**config.mk**
```make
export PLATFORM = sky130hd
export DESIGN_NAME = mem_stage_lsu
export DESIGN_NICKNAME = d
export VERILOG_FILES = /design/src/rtl/riscv_mem_pkg.sv /design/src/rtl/lsu_align.sv /design/src/rtl/mem_stage_lsu.sv
export SDC_FILE = /design/constraint.sdc
export NUM_CORES = 1
export LEC_CHECK = 0
export CORE_ASPECT_RATIO = 1.25
export CORE_MARGIN = 10
export CORE_UTILIZATION = 48
export DETAILED_ROUTE_END_ITERATION = 8
export PLACE_DENSITY_LB_ADDON = 0.1
export SLEW_MARGIN = 20
export SYNTH_ARGS = -nofsm -noshare
export SYNTH_HDL_FRONTEND = slang
export SYNTH_SLANG_ARGS = --single-unit
export TNS_END_PERCENT = 30
```
**constraint.sdc**
```tcl
create_clock -name clk -period 3.21 [get_ports clk]
set_clock_uncertainty 0.2 [all_clocks]
set_input_delay 0.642 -clock clk [delete_from_list [all_inputs] [get_ports clk]]
set_output_delay 0.642 -clock clk [all_outputs]
set_load 0.05 [all_outputs]
```
**src/rtl/riscv_mem_pkg.sv**
```systemverilog
// Shared types for the memory-stage LSU: funct3 encodings, FSM states, latched request.
// Pure declarations; no timing or flow control of its own.
package riscv_mem_pkg;

  localparam logic [2:0] F3_B  = 3'b000;
  localparam logic [2:0] F3_H  = 3'b001;
  localparam logic [2:0] F3_W  = 3'b010;
  localparam logic [2:0] F3_BU = 3'b100;
  localparam logic [2:0] F3_HU = 3'b101;

  localparam int DEFAULT_TIMEOUT_CYCLES = 64;

  typedef enum logic [2:0] {
    IDLE,
    REQ,
    WAIT_RESP,
    DONE,
    DRAIN
  } lsu_state_t;

  typedef enum logic [1:0] {
    SZ_B,
    SZ_H,
    SZ_W
  } lsu_size_t;

  typedef struct packed {
    logic        we;
    logic [2:0]  funct3;
    logic [1:0]  lane;
    logic [31:0] addr;
    logic [3:0]  be;
    logic [31:0] wdata;
  } lsu_req_t;

  // Undefined encodings (011, 110, 111) all land on the word size.
  function automatic lsu_size_t f3_size(input logic [2:0] f3);
    case (f3[1:0])
      2'b00:   return SZ_B;
      2'b01:   return SZ_H;
      default: return SZ_W;
    endcase
  endfunction

endpackage

```
**src/rtl/lsu_align.sv**
```systemverilog
// Combinational lane steering: store be/wdata and lane choice, load lane extract + extension.
// Zero latency, no flow control; MISALIGN_TRAP_EN adds the misalignment flag output.
module lsu_align
  import riscv_mem_pkg::*;
(
  input  logic [2:0]  st_funct3,
  input  logic [1:0]  st_addr_lo,
  input  logic [31:0] st_data,
  output logic [1:0]  st_lane,
  output logic [3:0]  st_be,
  output logic [31:0] st_wdata,
`ifdef MISALIGN_TRAP_EN
  output logic        st_misaligned,
`endif
  input  logic [2:0]  ld_funct3,
  input  logic [1:0]  ld_lane,
  input  logic [31:0] ld_rdata,
  output logic [31:0] ld_data
);

  lsu_size_t st_size;
  lsu_size_t ld_size;
  logic [7:0]  ld_byte;
  logic [15:0] ld_half;

  assign st_size = f3_size(st_funct3);
  assign ld_size = f3_size(ld_funct3);

  // Lane is forced aligned for the access size, so an untrapped misaligned
  // access simply drops its low address bits.
  always_comb begin
    st_lane  = 2'b00;
    st_be    = 4'b1111;
    st_wdata = st_data;
    case (st_size)
      SZ_B: begin
        st_lane  = st_addr_lo;
        st_be    = 4'b0001 << st_addr_lo;
        st_wdata = {4{st_data[7:0]}};
      end
      SZ_H: begin
        st_lane  = {st_addr_lo[1], 1'b0};
        st_be    = 4'b0011 << {st_addr_lo[1], 1'b0};
        st_wdata = {2{st_data[15:0]}};
      end
      default: ;
    endcase
  end

`ifdef MISALIGN_TRAP_EN
  assign st_misaligned = ((st_size == SZ_H) && st_addr_lo[0]) ||
                         ((st_size == SZ_W) && (st_addr_lo != 2'b00));
`endif

  assign ld_byte = ld_rdata[{ld_lane, 3'b000} +: 8];
  assign ld_half = ld_rdata[{ld_lane[1], 4'b0000} +: 16];

  always_comb begin
    ld_data = ld_rdata;
    case (ld_size)
      SZ_B:    ld_data = {{24{~ld_funct3[2] & ld_byte[7]}}, ld_byte};
      SZ_H:    ld_data = {{16{~ld_funct3[2] & ld_half[15]}}, ld_half};
      default: ;
    endcase
  end

endmodule

```
**src/rtl/mem_stage_lsu.sv**
```systemverilog
// MEM-stage load/store unit; store stalls >=2 cycles, load >=3, timeout after TIMEOUT_CYCLES.
// Holds the pipeline via stall_out until gnt/rvalid; MISALIGN_TRAP_EN traps misaligned accesses.
module mem_stage_lsu
  import riscv_mem_pkg::*;
#(
  parameter int TIMEOUT_CYCLES = DEFAULT_TIMEOUT_CYCLES,
  parameter int CNT_W          = 7
) (
  input  logic        clk,
  input  logic        reset,
  input  logic        in_valid,
  input  logic        mem_read_in,
  input  logic        mem_write_in,
  input  logic [2:0]  funct3_in,
  input  logic [31:0] ALU_res_in,
  input  logic [31:0] data_write_in,
  input  logic        flush,
  output logic        dmem_req,
  output logic        dmem_we,
  output logic [31:0] dmem_addr,
  output logic [3:0]  dmem_be,
  output logic [31:0] dmem_wdata,
  input  logic        dmem_gnt,
  input  logic        dmem_rvalid,
  input  logic [31:0] dmem_rdata,
  output logic [31:0] mem_data_out,
  output logic        stall_out,
  output logic        misalign_out,
  output logic        fault_out
);

  localparam logic [CNT_W-1:0] CNT_LAST = CNT_W'(TIMEOUT_CYCLES - 1);

  lsu_state_t       state;
  logic [CNT_W-1:0] cnt;
  lsu_req_t         req_q;

  logic        access;
  logic        trap;
  logic        start;
  logic [1:0]  st_lane;
  logic [3:0]  st_be;
  logic [31:0] st_wdata;
  logic [31:0] ld_data;
`ifdef MISALIGN_TRAP_EN
  logic        st_misaligned;
`endif

  lsu_align u_align (
    .st_funct3     (funct3_in),
    .st_addr_lo    (ALU_res_in[1:0]),
    .st_data       (data_write_in),
    .st_lane       (st_lane),
    .st_be         (st_be),
    .st_wdata      (st_wdata),
`ifdef MISALIGN_TRAP_EN
    .st_misaligned (st_misaligned),
`endif
    .ld_funct3     (req_q.funct3),
    .ld_lane       (req_q.lane),
    .ld_rdata      (dmem_rdata),
    .ld_data       (ld_data)
  );

  assign access = in_valid & (mem_read_in | mem_write_in) & ~flush;

`ifdef MISALIGN_TRAP_EN
  assign trap = st_misaligned;
`else
  assign trap = 1'b0;
`endif

  assign start        = (state == IDLE) & access & ~trap;
  assign misalign_out = (state == IDLE) & access & trap;
  assign stall_out    = start | (state == REQ) | (state == WAIT_RESP) | (state == DRAIN);

  assign dmem_we    = req_q.we;
  assign dmem_addr  = req_q.addr;
  assign dmem_be    = req_q.be;
  assign dmem_wdata = req_q.wdata;

  always_ff @(posedge clk) begin
    if (reset) begin
      state        <= IDLE;
      cnt          <= '0;
      req_q        <= '0;
      dmem_req     <= 1'b0;
      mem_data_out <= '0;
      fault_out    <= 1'b0;
    end else begin
      fault_out <= 1'b0;
      case (state)
        IDLE: begin
          mem_data_out <= '0;
          if (start) begin
            req_q.we     <= mem_write_in & ~mem_read_in;
            req_q.funct3 <= funct3_in;
            req_q.lane   <= st_lane;
            req_q.addr   <= {ALU_res_in[31:2], 2'b00};
            req_q.be     <= st_be;
            req_q.wdata  <= st_wdata;
            dmem_req     <= 1'b1;
            state        <= REQ;
          end
        end
        REQ: begin
          // A grant coinciding with flush still issued the access on the bus.
          if (dmem_gnt) begin
            dmem_req <= 1'b0;
            if (req_q.we) begin
              state <= flush ? IDLE : DONE;
            end else begin
              cnt   <= '0;
              state <= flush ? DRAIN : WAIT_RESP;
            end
          end else if (flush) begin
            dmem_req <= 1'b0;
            state    <= IDLE;
          end
        end
        WAIT_RESP: begin
          cnt <= cnt + 1'b1;
          if (flush) begin
            state <= dmem_rvalid ? IDLE : DRAIN;
          end else if (dmem_rvalid) begin
            mem_data_out <= ld_data;
            state        <= DONE;
          end else if (cnt == CNT_LAST) begin
            fault_out    <= 1'b1;
            mem_data_out <= '0;
            state        <= DONE;
          end
        end
        DONE: begin
          mem_data_out <= '0;
          state        <= IDLE;
        end
        DRAIN: begin
          if (dmem_rvalid) state <= IDLE;
        end
        default: state <= IDLE;
      endcase
    end
  end

endmodule
```
==> summary.txt, run 1 <==
Status
  – Status: completed

STA
  – Final setup vio count: 0
  – Fin. max-slew vios: 0
  – Worst Max-Slew Pin Slew: 0.8197 ns
  – Peak Freq: 356.8 MHz
  – Final setup margin: 0.4072 ns
  – Fin Setup TNS: 0 ns
  – Min Tclk post-route: 2.803 ns
  – Slew HR: 45.35%
  – Unrepaired setup endpoints after global routing: false
  – Fin crit share: 87.31%
  – Final Hold Vio Count: 0

Final layout
  – # fillers: 964
  – Nets: 886
  – Most frequent cells in the layout: 206 x clkdlybuf4s50_1, 118 x nand2_1, 116 x dfxtp_1, 62 x a21oi_1, 37 x nor2_1
  – Final Util: 67.90%
  – Layout cells sized above 1: 8.597%
  – Area Growth Syn to Fin: 39.53%
  – Final instance area: 7812 sq um
  – Antenna Cells: 0
  – Commonest non-fill, non-tap cell in the layout: clkdlybuf4s50_1

Logic synthesis
  – Cells after synthesis: 657
  – Synth unique cells: 60
  – Top_reg_cell synth: dfxtp_1
  – Number of flops mapped to enable cells by yosys: 0
  – Syn_area_per_cell: 8.522 sq um
  – Fraction of registers with async set/reset: 0%
  – Synth Cell Area: 5599 sq um
  – Seq/Total Area, Yosys: 41.47%
  – Syn. warnings: 0
  – Synthesis-stage register bit count: 116

Route
  – DRT iter0 DRCs: 326
  – Via count: 5058
  – DRT Pass-1 Iters: 5
  – Vias per inst: 5.445
  – Post-DR wirelength/cell: 18.06 um
  – Detailed-route wire length: 16780 um
  – Post-route DRC: 0
  – Antenna viol nets, final: 0

Hold path
  – Hold Crit Start: dmem_addr[3]
  – Hold Path Sink: dmem_addr[3]
  – Worst Hold Class: reg2reg
  – Min-Delay Path Depth: 2

Placement
  – Dpl cell area: 7234 sq um
  – IO Port Bufs: 208
  – GPL Wtd Cong: 0.8825
  – Post-DP HPWL: 12630 um
  – Dpl ws: 0.3770 ns

Critical path
  – Worst EP required: 2.37 ns
  – Crit path cell chain: clkdlybuf4s50_1 > inv_1 > o211ai_1 > a21oi_1 > buf_12
  – Worst Setup End Kind: output pin
  – Internal reg-to-reg setup slack: 0.84 ns
  – Max incr delay on CP: 0.51 ns
  – Crit-path max FO: 7
  – RR Startpoint: req_q[69]
  – Worst Setup SP: flush
  – Worst R2R End: mem_data_out[30]
  – Cells on worst reg2reg path: 5
  – Critical path type: in2out
  – Startpoint Class: input port
  – CP arrival: 1.96 ns
  – Slowest-stage cell, CP: clkdlybuf4s50_1

Clock network
  – Root buffer cell: clkbuf_16
  – TritonCTS buffer count: 17
  – Clock latency at the later pin of the worst-skew pair: 0.41 ns
  – H-Tree Depth: 4
  – CTS tree: done
  – CTS Hold Bufs: 0
  – CTS Buffer Depth: 2
  – Post-cts resize count: 0
  – Clk sink count: 116
  – Clock slew at reported path FFs: 0.05 ns
  – Setup Buffers After CTS: 0

Floorplanning
  – Die height: 140.8 um
  – Starting Density: 48.66%
  – Placeable Area: 11510 sq um
  – Row count: 44
  – DIE AREA: 16410 sq um
  – Total I/O pin count: 212
  – Die W: 116.6 um

GRT
  – Pin count of the biggest net entering global routing: 80
  – First-pass GRT wire length: 26950 um
  – Initial antenna violation count: 0
  – GRT Total Usage: 20.49%
  – Total gr overflow: 0
  – Vias in the first global route: 5215

Power
  – Power per standard cell area: 524.0 nW/um^2
  – Comb power frac: 18.1%
  – Psw: 0.001179 W
  – Switch share: 28.81%
  – Seq pwr share: 37.5%
  – Peak VDD IR: 0.0003531 V
  – Int Pwr: 0.002915 W
  – Leak: 2.759 nW
  – Clock power frac: 44.4%

Job
  – Max-Cap Viols: 0
cell families (layout without fill, tap and decap cells):
family	Yosys count	count (layout)	share of synthesized area, %
other	1	3	0.06697
xor gates and xnor gates	4	4	0.6256
muxes	30	30	5.676
buffers and inverters	127	259	14.08
and+or+nand+nor	198	198	15.62
AOI/OAI and AO/OA	179	179	22.06
adders and majority gates	2	2	0.4022
DFF	116	116	41.47
worst max-delay path by stage:
stage	to	cells past startpoint	slack [ns]
after floorplan	stall_out	4	0.65
after global placement	mem_data_out[30]	5	0.44
after detailed placement	mem_data_out[19]	5	0.38
after CTS	stall_out	5	0.42
after global routing	stall_out	5	0.34
final	stall_out	5	0.41
cell usage after synthesis, types with 9 or more instances:
cell | instances | share of area, %
nand2_1 | 118 | 7.9
dfxtp_1 | 116 | 41
buf_4 | 69 | 9.3
a21oi_1 | 63 | 5.6
nor2_1 | 37 | 2.5
o21ai_0 | 26 | 2.3
mux2i_1 | 25 | 4.5
clkbuf_1 | 23 | 1.5
buf_2 | 21 | 1.9
a211oi_1 | 12 | 1.6
a221o_2 | 10 | 2.0
a311oi_1 | 10 | 1.6
inv_1 | 9 | 0.60
nor3_1 | 9 | 0.80
o211ai_1 | 9 | 1.2
o2bb2ai_1 | 9 | 1.4
state kept, by name, indices dropped and copies added, names as in the netlist:
name,flops
dmem_wdata,32
fault_out,1
dmem_be,4
mem_data_out,32
dmem_we,1
req_q,5
cnt,7
state,3
dmem_addr,30
dmem_req,1
layer usage:
| layer | track usage [%] | part of all wire (%) |
|---|---|---|
| met2 | 34.93 | 50 |
| met3 | 8.790 | 9.6 |
| met4 | 7.432 | 2.2 |
| met5 | 0 | 0 |
| met1 | 21.87 | 38 |
worst max-delay path: cells and delay by family:
family          cells  cell delay, ns
buf+inv             3            0.90
compound gates      2            0.42
power by group through the flow:
stage | Sequential (W) | Combinational [W] | Clock [W]
global route | 0.00154 | 0.000793 | 0.00192
finish | 0.00154 | 0.000739 | 0.00182
floorplan | 0.00156 | 0.000491 | 0
detailed placement | 0.00157 | 0.000739 | 0
CTS | 0.00154 | 0.000743 | 0.00185
global placement | 0.00156 | 0.000731 | 0
metrics by stage:
| step | hold slack (ns) | instances | power, W |
|---|---|---|---|
| floorplan | 0.2323 | 659 | 0.002048 |
| global placement | 0.2415 | 897 | 0.002294 |
| detailed placement | 0.2461 | 897 | 0.002305 |
| CTS | 0.2532 | 929 | 0.004130 |
| global route | 0.2744 | 929 | 0.004255 |
| finish | 0.2520 | 929 | 0.004094 |
layout make-up:
cell class	count	area, sq um	share of cell area [%]
Timing Repair Buffer	218	2187	27.99
Multi-Input combinational cell	416	2519	32.24
Inverter	9	33.78	0.4324
Sequential cell	116	2322	29.72
Tap cell	138	172.7	2.210
Clock buffer	19	452.9	5.798
Clock inverter	13	125.1	1.602
Note: power is estimated with default switching activity, not from simulation.
==> inputs of run 2 (changes only) <==
--- a/config.mk
+++ b/config.mk
@@ -10,6 +10,7 @@
 export CORE_UTILIZATION = 48
 export DETAILED_ROUTE_END_ITERATION = 8
 export PLACE_DENSITY_LB_ADDON = 0.1
+export SETUP_SLACK_MARGIN = 0.5
 export SLEW_MARGIN = 20
 export SYNTH_ARGS = -nofsm -noshare
 export SYNTH_HDL_FRONTEND = slang
==> summary.txt, run 2 (synthesis results as in run 1) <==
GRT
  – GRT Total Usage: 20.49% (unchanged)
  – Total gr overflow: 0 (unchanged)
  – Pin count of the biggest net entering global routing: 80 (unchanged)
  – Vias in the first global route: 5215 (unchanged)
  – Initial antenna violation count: 0 (unchanged)
  – First-pass GRT wire length: 26950 um (unchanged)

Placement
  – Dpl ws: 0.3770 ns (unchanged)
  – IO Port Bufs: 208 (unchanged)
  – Post-DP HPWL: 12630 um (unchanged)
  – GPL Wtd Cong: 0.8825 (unchanged)

Power
  – Peak VDD IR: 0.0003531 V (about the same)
  – Leak: 2.768 nW (was 2.759 nW)
  – Power per standard cell area: 523.9 nW/um^2 (was 524.0 nW/um^2)

Critical path
  – Worst EP required: 2.37 ns (about the same)
  – CP arrival: 1.74 ns (was 1.96 ns)
  – Crit path cell chain: clkdlybuf4s50_1 > o211ai_1 > a21oi_2 > buf_12 (was clkdlybuf4s50_1 > inv_1 > o211ai_1 > a21oi_1 > buf_12)
  – Slowest-stage cell, CP: clkdlybuf4s50_1 (unchanged)
  – Internal reg-to-reg setup slack: 0.84 ns (about the same)
  – Critical path type: in2out (unchanged)
  – Crit-path max FO: 4 (was 7)
  – Max incr delay on CP: 0.57 ns (was 0.51 ns)
  – Crit-path leading delay family: buffers and inverters (unchanged)
  – Bufs and invs on worst path: 2 (was 3)
  – Worst Setup End Kind: output pin (unchanged)
  – Startpoint Class: input port (unchanged)

Route
  – Antenna viol nets, final: 0 (unchanged)
  – Met2 routed wirelength: 8396 um (was 8377 um)
  – Met3 wire length: 1604 um (was 1618 um)
  – DRT Pass-1 Iters: 5 (unchanged)
  – Vias per inst: 5.456 (was 5.445)
  – DRT iter0 DRCs: 320 (was 326)
  – Post-DR wirelength/cell: 18.07 um (was 18.06 um)
  – Post-route DRC: 0 (unchanged)
  – Detailed-route wire length: 16790 um (was 16780 um)
  – Top Metal Used: met4 (unchanged)
  – Via count: 5069 (was 5058)
  – M1 wire length: 6411 um (was 6405 um)

STA
  – Final Hold Vio Count: 0 (unchanged)
  – Final setup margin: 0.6238 ns (was 0.4072 ns)
  – Worst Max-Slew Pin Slew: 0.8239 ns (was 0.8197 ns)
  – Min Tclk post-route: 2.586 ns (was 2.803 ns)
  – Final setup vio count: 0 (unchanged)
  – Peak Freq: 386.7 MHz (was 356.8 MHz)
  – Slew HR: 45.07% (was 45.35%)
  – Unrepaired setup endpoints after global routing: false (unchanged)
  – Fin crit share: 80.57% (was 87.31%)
  – Fin Setup TNS: 0 ns (unchanged)
  – Fin. max-slew vios: 0 (unchanged)

Final layout
  – Most frequent cells in the layout: 205 x clkdlybuf4s50_1, 118 x nand2_1, 116 x dfxtp_1, 61 x a21oi_1, 37 x nor2_1 (was 206 x clkdlybuf4s50_1, 118 x nand2_1, 116 x dfxtp_1, 62 x a21oi_1, 37 x nor2_1)
  – Nets: 886 (unchanged)
  – Antenna Cells: 0 (unchanged)
  – Commonest non-fill, non-tap cell in the layout: clkdlybuf4s50_1 (unchanged)
  – FF+latch area: 2322 sq um (unchanged)
  – Area Growth Syn to Fin: 39.64% (was 39.53%)
  – Area of the multi-input gates: 2522 sq um (was 2519 sq um)
  – # fillers: 960 (was 964)
  – Layout cells sized above 1: 8.850% (was 8.597%)

Floorplanning
  – Die height: 140.8 um (unchanged)
  – Placeable Area: 11510 sq um (unchanged)
  – Starting Density: 48.66% (unchanged)
  – Die W: 116.6 um (unchanged)
  – Total I/O pin count: 212 (unchanged)
  – Row count: 44 (unchanged)
  – DIE AREA: 16410 sq um (unchanged)

Clock network
  – H-Tree Depth: 4 (unchanged)
  – CTS Hold Bufs: 0 (unchanged)
  – TritonCTS buffer count: 17 (unchanged)
  – CTS tree: done (unchanged)
  – Root buffer cell: clkbuf_16 (unchanged)
  – Clk sink count: 116 (unchanged)
  – CTS Buffer Depth: 2 (unchanged)
  – Clock latency at the later pin of the worst-skew pair: 0.41 ns (about the same)
  – Clock slew at reported path FFs: 0.05 ns (about the same)

Status
  – Status: completed (unchanged)

Job
  – Max-Cap Viols: 0 (unchanged)

Hold path
  – Worst Hold Class: reg2reg (unchanged)
-- run 2: worst reg2reg max path: stages, from the launching register on --
cell,delay [ns]
dfxtp_1,0.53
buf_4,0.27
mux2i_1,0.33
mux2i_1,0.18
and3_1,0.38
a221o_2,0.37
-- run 2: what timing repair did --
| action | in CTS | in global routing |
|---|---|---|
| endpoints found under the setup margin | 1 | 1 |
| buffers inserted | 0 | 0 |
| gates resized for setup | 2 | 1 |
-- run 2: path summary, 6_finish.rpt --
check                                   from  cells past startpoint               end
worst min-delay path            dmem_addr[3]                      2      dmem_addr[3]
worst max-delay path            mem_write_in                      4         stall_out
worst min register to register  dmem_addr[3]                      2      dmem_addr[3]
worst max register to register     req_q[69]                      5  mem_data_out[30]
-- run 2: metal layers --
layer  vias up  GRT usage, %
li1       2488             -
met2       193         34.93
met4         0         7.432
met5         -             0
met1      2358         21.87
met3        30         8.790
-- run 2: where the power goes --
part	total [W]	leakage [nW]	internal [W]	switching [W]
registers	0.00154	0.942	0.00150	0.0000392
logic	0.000740	1.56	0.000304	0.000436
clock network	0.00182	0.269	0.00111	0.000705
total	0.00410	2.77	0.00292	0.00118
-- run 2: per-stage QoR --
step	utilization [%]	cell area (sq um)	hold slack (ns)	total power, W	cells
2_1_floorplan	-	5607	0.2323	0.002048	659
5_1_grt	67.95	7819	0.2744	0.004256	929
3_3_place_gp	62.88	7234	0.2415	0.002294	897
3_5_place_dp	62.88	7234	0.2461	0.002305	897
6_report	67.95	7819	0.2520	0.004096	929
4_1_cts	67.93	7816	0.2532	0.004131	929
-- run 2: area by class of cell --
cell class / count / share of cell area (%)
clock buffers: 19 / 5.793
clock inverters: 13 / 1.600
inverters: 9 / 0.4321
multi-input cells: 416 / 32.26
flip-flops and latches: 116 / 29.70
well taps: 138 / 2.208
repair buffers: 218 / 28.00
